`config.mk`:
```
export PLATFORM = sky130hd
export DESIGN_NAME = ghash_feeder
export DESIGN_NICKNAME = d
export VERILOG_FILES = /design/src/rtl/ghash_feeder_pkg.sv /design/src/rtl/ghash_tail_mask.sv /design/src/rtl/ghash_feeder.sv
export SDC_FILE = /design/constraint.sdc
export NUM_CORES = 1
export LEC_CHECK = 0
export ABC_CLOCK_PERIOD_IN_PS = 6000
export CORE_AREA = 3 3 325 327
export CTS_CLUSTER_SIZE = 8
export DETAILED_ROUTE_END_ITERATION = 7
export DIE_AREA = 0 0 328 330
export HOLD_SLACK_MARGIN = 0.12
export PLACE_DENSITY = 0.51
export SLEW_MARGIN = 20
export SYNTH_ARGS = -nofsm -noshare
export SYNTH_HDL_FRONTEND = slang
export SYNTH_HIERARCHICAL = 1
export SYNTH_SLANG_ARGS = --single-unit
```
`constraint.sdc`:
```
create_clock -name clk -period 6 [get_ports clk]
set_input_delay 0.6 -clock clk [delete_from_list [all_inputs] [get_ports clk]]
set_output_delay 0.6 -clock clk [all_outputs]
set_load 0.05 [all_outputs]
```
`src/rtl/ghash_feeder_pkg.sv`:
```
// ============================================================================
// Module  : ghash_feeder_pkg
// Brief   : Shared GHASH feeder constants and state encoding.
// Revision: 1.0 - initial release
// ============================================================================
`default_nettype none

package ghash_feeder_pkg;

  localparam int GHASH_BLK_BYTES = 16;
  localparam int LEN_FIELD_W     = 64;

  typedef enum logic [2:0] {
    S_IDLE = 3'd0,
    S_INIT = 3'd1,
    S_AAD  = 3'd2,
    S_CT   = 3'd3,
    S_LEN  = 3'd4,
    S_WAIT = 3'd5
  } state_t;

endpackage

`default_nettype wire

```
`src/rtl/ghash_tail_mask.sv`:
```
// ============================================================================
// Module  : ghash_tail_mask
// Brief   : Zero-pads a 128-bit block beyond its valid byte count (1..16).
//           Byte 0 sits at [127:120].
// Revision: 1.0 - initial release
// ============================================================================
`default_nettype none

module ghash_tail_mask
  import ghash_feeder_pkg::*;
(
  input  logic [127:0] blk,
  input  logic [4:0]   nbytes,
  output logic [127:0] padded
);

  // Keep bytes below the valid count, clear the rest.
  always_comb begin
    padded = '0;
    for (int i = 0; i < GHASH_BLK_BYTES; i++) begin
      if (5'(i) < nbytes) begin
        padded[127-8*i -: 8] = blk[127-8*i -: 8];
      end
    end
  end

endmodule

`default_nettype wire

```
`src/rtl/ghash_feeder.sv`:
```
// ============================================================================
// Module  : ghash_feeder
// Brief   : Sequences one GCM authentication pass into a streaming GHASH core:
//           init with H, AAD blocks, CT blocks, then the length block. Partial
//           tails are zero-padded; a single output register absorbs stalls.
// Revision: 1.0 - initial release
// ============================================================================
`default_nettype none

module ghash_feeder
  import ghash_feeder_pkg::*;
#(
  parameter int LEN_W = 32
) (
  input  logic             clk,
  input  logic             rst_n,
  input  logic             start,
  input  logic [127:0]     h_key,
  input  logic [LEN_W-1:0] aad_len,
  input  logic [LEN_W-1:0] ct_len,
  input  logic             in_valid,
  output logic             in_ready,
  input  logic [127:0]     in_data,
  output logic             g_init,
  output logic [127:0]     g_H,
  output logic             g_din_valid,
  input  logic             g_din_ready,
  output logic [127:0]     g_din_data,
  output logic             g_din_last,
  input  logic [127:0]     g_Y,
  input  logic             g_Y_valid,
  output logic             busy,
  output logic [127:0]     hash_out,
  output logic             hash_valid
);

  localparam logic [LEN_W-1:0] BLK = LEN_W'(GHASH_BLK_BYTES);

  state_t             state, state_nx;
  logic [127:0]       h_reg;
  logic [LEN_W-1:0]   aad_len_r, ct_len_r, rem;
  logic               out_valid, out_last;
  logic [127:0]       out_data;
  logic               slot_free, last_seg, take_blk, take_len;
  logic [4:0]         tail_bytes;
  logic [127:0]       masked;
  logic [127:0]       len_blk;

  // The output register can take a new block when empty or draining this cycle.
  assign slot_free  = ~out_valid | g_din_ready;
  assign last_seg   = (rem <= BLK);
  assign take_blk   = in_valid & in_ready;
  assign tail_bytes = (rem < BLK) ? rem[4:0] : 5'(GHASH_BLK_BYTES);
  assign len_blk    = {LEN_FIELD_W'({aad_len_r, 3'b000}), LEN_FIELD_W'({ct_len_r, 3'b000})};

  assign g_H         = h_reg;
  assign g_din_valid = out_valid;
  assign g_din_data  = out_data;
  assign g_din_last  = out_last;
  assign busy        = (state != S_IDLE);

  ghash_tail_mask u_tail_mask (
    .blk    (in_data),
    .nbytes (tail_bytes),
    .padded (masked)
  );

  // State register.
  always_ff @(posedge clk) begin
    if (!rst_n) state <= S_IDLE;
    else        state <= state_nx;
  end

  // Next-state logic and handshake/strobe outputs.
  always_comb begin
    state_nx = state;
    in_ready = 1'b0;
    g_init   = 1'b0;
    take_len = 1'b0;
    case (state)
      S_IDLE: if (start) state_nx = S_INIT;
      S_INIT: begin
        g_init = 1'b1;
        if (aad_len_r != '0)     state_nx = S_AAD;
        else if (ct_len_r != '0) state_nx = S_CT;
        else                     state_nx = S_LEN;
      end
      S_AAD: begin
        in_ready = slot_free;
        if (in_valid && slot_free && last_seg)
          state_nx = (ct_len_r != '0) ? S_CT : S_LEN;
      end
      S_CT: begin
        in_ready = slot_free;
        if (in_valid && slot_free && last_seg) state_nx = S_LEN;
      end
      S_LEN: begin
        if (slot_free) begin
          take_len = 1'b1;
          state_nx = S_WAIT;
        end
      end
      S_WAIT: if (g_Y_valid) state_nx = S_IDLE;
      default: state_nx = S_IDLE;
    endcase
  end

  // Pass parameters, byte counter, output register and result capture.
  always_ff @(posedge clk) begin
    if (!rst_n) begin
      h_reg      <= '0;
      aad_len_r  <= '0;
      ct_len_r   <= '0;
      rem        <= '0;
      out_valid  <= 1'b0;
      out_last   <= 1'b0;
      out_data   <= '0;
      hash_out   <= '0;
      hash_valid <= 1'b0;
    end else begin
      hash_valid <= 1'b0;
      if (state == S_IDLE && start) begin
        h_reg     <= h_key;
        aad_len_r <= aad_len;
        ct_len_r  <= ct_len;
      end
      if (state == S_INIT)
        rem <= (aad_len_r != '0) ? aad_len_r : ct_len_r;
      if (take_blk) begin
        out_data  <= masked;
        out_last  <= 1'b0;
        out_valid <= 1'b1;
        // On the final AAD block the counter reloads with the CT length.
        rem <= last_seg ? ct_len_r : (rem - BLK);
      end else if (take_len) begin
        out_data  <= len_blk;
        out_last  <= 1'b1;
        out_valid <= 1'b1;
      end else if (g_din_ready) begin
        out_valid <= 1'b0;
      end
      if (state == S_WAIT && g_Y_valid) begin
        hash_out   <= g_Y;
        hash_valid <= 1'b1;
      end
    end
  end

endmodule

`default_nettype wire
```
==> reports/metrics.cfg <==
[routing]
firstDrtPassIters = 5
top_layer_used = met5
drtIter0Drc = 1266
vias_per_cell = 4.39
wl_per_cell_um = 21.6
detail-route-antenna-nets = 0
dr_wl_met2_um = 45700
drt-met1-wl_um = 41300
wl_met3_um = 8560
post-route-drc-count = 0
vias = 20106
drt_wl_total_um = 98800

[sta]
timing.fmax_ghz = 0.222
fin_crit_ns = 4.51
setup_violations = 0
hold_viol = 0
fin_tns_setup_ns = 0
timing.final.crit_share_pct = 75.1
rsz0062_at_grt = no
slew_headroom_pct = 16.1
drv_slew = 0
tightest_slew_ns = 1.26
clock_skew_ns = 0.0273

[synthesis]
syn_area_mm2 = 0.0195
syn-num-nets = 2880
synth_simple_gate_area_share_pct = 22.3
post_synth_num_cell_types = 70
synth_edf_count = 0
synth.largest_area_cell = dfxtp_1
postSynthAreaPerCell_um2 = 8.05
synthFlopType = dfxtp_1
ys_ff_latch = 486
async_flop_share_pct = 0
ys_top_cells_by_area = dfxtp_1 50%, nand2_1 13%, a21oi_1 9.1%
muxShareOfSynthArea_pct = 3.50
synthAdderAreaFrac_pct = 0.128
yosysWarnings = 6
yosys.area.top_type_share_pct = 49.9
syn_inst = 2424
synth_compound_area_share_pct = 19.4
ys_seq_area_share_pct = 49.9
synth_top_family_by_area = simple AND/OR/NAND/NOR gates
synth_xor_area_share_pct = 0.719

[pwr]
p_per_area_mw_per_mm2 = 420
p_leak_nw = 10.6
p_total_mw = 13.1
irDropWorstVdd_mv = 0.220

[clock_network]
post_cts_buffers = 0
cts.sinks = 486
cts_tree = yes
htreeDepth = 3
clkTransAtPathRegs_ns = 0.05
clk_latency_ns = 0.62
clock-root-buffer = clkbuf_16
ctsHoldBuffers = 0
cts_buffers = 73
clockBufferDepth = 3
cts-resized-gates = 0

[critical_path]
reg2reg_depth = 9
crit_path_start_kind = flip-flop
end_kind = flip-flop
critPathKind = flip-flop to flip-flop
worstPathMaxFanout = 16
crit_required_ns = 6.44
critPathArrivalTime_ns = 4.94

[flow_run]
cap_violations = 0

[grt]
overflow = 0
grt_antenna_before_repair = 35
grt_pass1_vias = 19446
grt_usage_pct = 17.2
grt_max_degree = 178
grt_pass1_wl_um = 138000

[final_layout]
mostFrequentLayoutCells = 843 x clkdlybuf4s50_1, 670 x nand2_1, 486 x dfxtp_1
final_common_cell = clkdlybuf4s50_1
drive_gt1_share_pct = 4.23
fillerInstances = 10996
nets = 3629
syn_to_final_growth_pct = 60.2

[run_status]
status = finished, final reports clean

[floorplanning]
core_mm2 = 0.103
die-area_mm2 = 0.108
rows = 118
die_w_um = 328
num_io_pins = 844
initial_utilization_pct = 18.9
fp.dieH_um = 330

[placement]
port_buffers = 843
hpwl_um = 71000
finalWeightedCongestion = 0.825

[min_path]
hold_class = flip-flop to flip-flop
holdPathStages = 2

==> critical path: stages (launching register included) <==
cell	delay, ns
dfxtp_1	0.36
or4_1	0.63
or4_1	0.71
nor3_1	0.44
nand2_1	0.56
buf_4	0.39
a41oi_1	0.79
and2b_1	0.27
nor2_1	0.11
a211oi_1	0.08
==> worst paths after layout <==
path	start	to	slack, ns
worst max register to register	rem[6]	g_din_data[8]	1.49
worst min register to register	g_H[125]	g_H[125]	0.45
worst min-delay path	g_H[125]	g_H[125]	0.45
worst max-delay path	rem[6]	g_din_data[8]	1.49
==> cell usage after synthesis, types with 3 or more instances <==
cell	count
xor2_1	11
nand4_1	4
buf_1	14
and2_1	20
xnor2_1	5
nor4_1	27
dfxtp_1	486
a22oi_1	64
nor3_1	19
and2b_1	9
a31oi_1	7
clkbuf_1	166
o22ai_1	6
inv_1	7
nor2_1	160
a21boi_0	33
mux2i_1	66
o221ai_1	3
a211o_1	3
buf_4	4
a221oi_1	5
or3_1	5
nor2b_1	55
o21ai_0	50
nand2_1	671
a21o_1	3
nand3_1	7
a21oi_1	354
nand2b_1	5
a211oi_1	73
or4_1	10
and3_1	18
buf_2	5
==> area by class of cell <==
type                            count  area [um2]  share of cell area, %
Antenna cell                       13        32.5                  0.104
Multi-Input combinational cell   1738        9030                   28.9
Clock buffer                       84        1930                   6.18
Sequential cell                   486        9730                   31.1
Clock inverter                      7        73.8                  0.236
Inverter                            8        37.5                  0.120
Tap cell                         1380        1730                   5.53
Timing Repair Buffer              866        8670                   27.8
==> logic make-up after synthesis <==
kind of cell    count (synthesis)
simple gates                 1023
compound gates                630
flops                         486
buf+inv                       200
mux                            67
xor+xnor                       16
fa+ha+maj                       2
==> sequential cells by signal, summed over array words and instances (netlist names) <==
name and cells:
g_din_data 128, aad_len_r 32, hash_valid 1, ct_len_r 32
g_H 128, hash_out 128, g_din_last 1, rem 32
state 3, g_din_valid 1
==> layer usage <==
layer	vias up	global-route usage, %
li1	9754	-
met1	9428	21.3
met2	709	27.3
met3	189	6.51
met4	26	6.27
met5	-	0
==> per-stage QoR <==
step                worst slack [ns]  instances  hold WS [ns]  instance area [um2]  util, %
floorplan                       2.79       2424         0.456                19500        -
global placement                1.70       4478         0.441                29200     28.3
detailed placement              1.51       4478         0.446                29200     28.3
finish                          1.49       4582         0.448                31200     30.3
global route                    1.15       4578         0.467                31200     30.3
CTS                             1.51       4569         0.452                31200     30.2
==> power by group <==
part / internal (mW) / switching, mW / total (mW)
logic: 1.72 / 3.29 / 5.01
clock network: 2.28 / 1.54 / 3.82
registers: 3.77 / 0.508 / 4.28
Power figures use the tool's default switching activity.
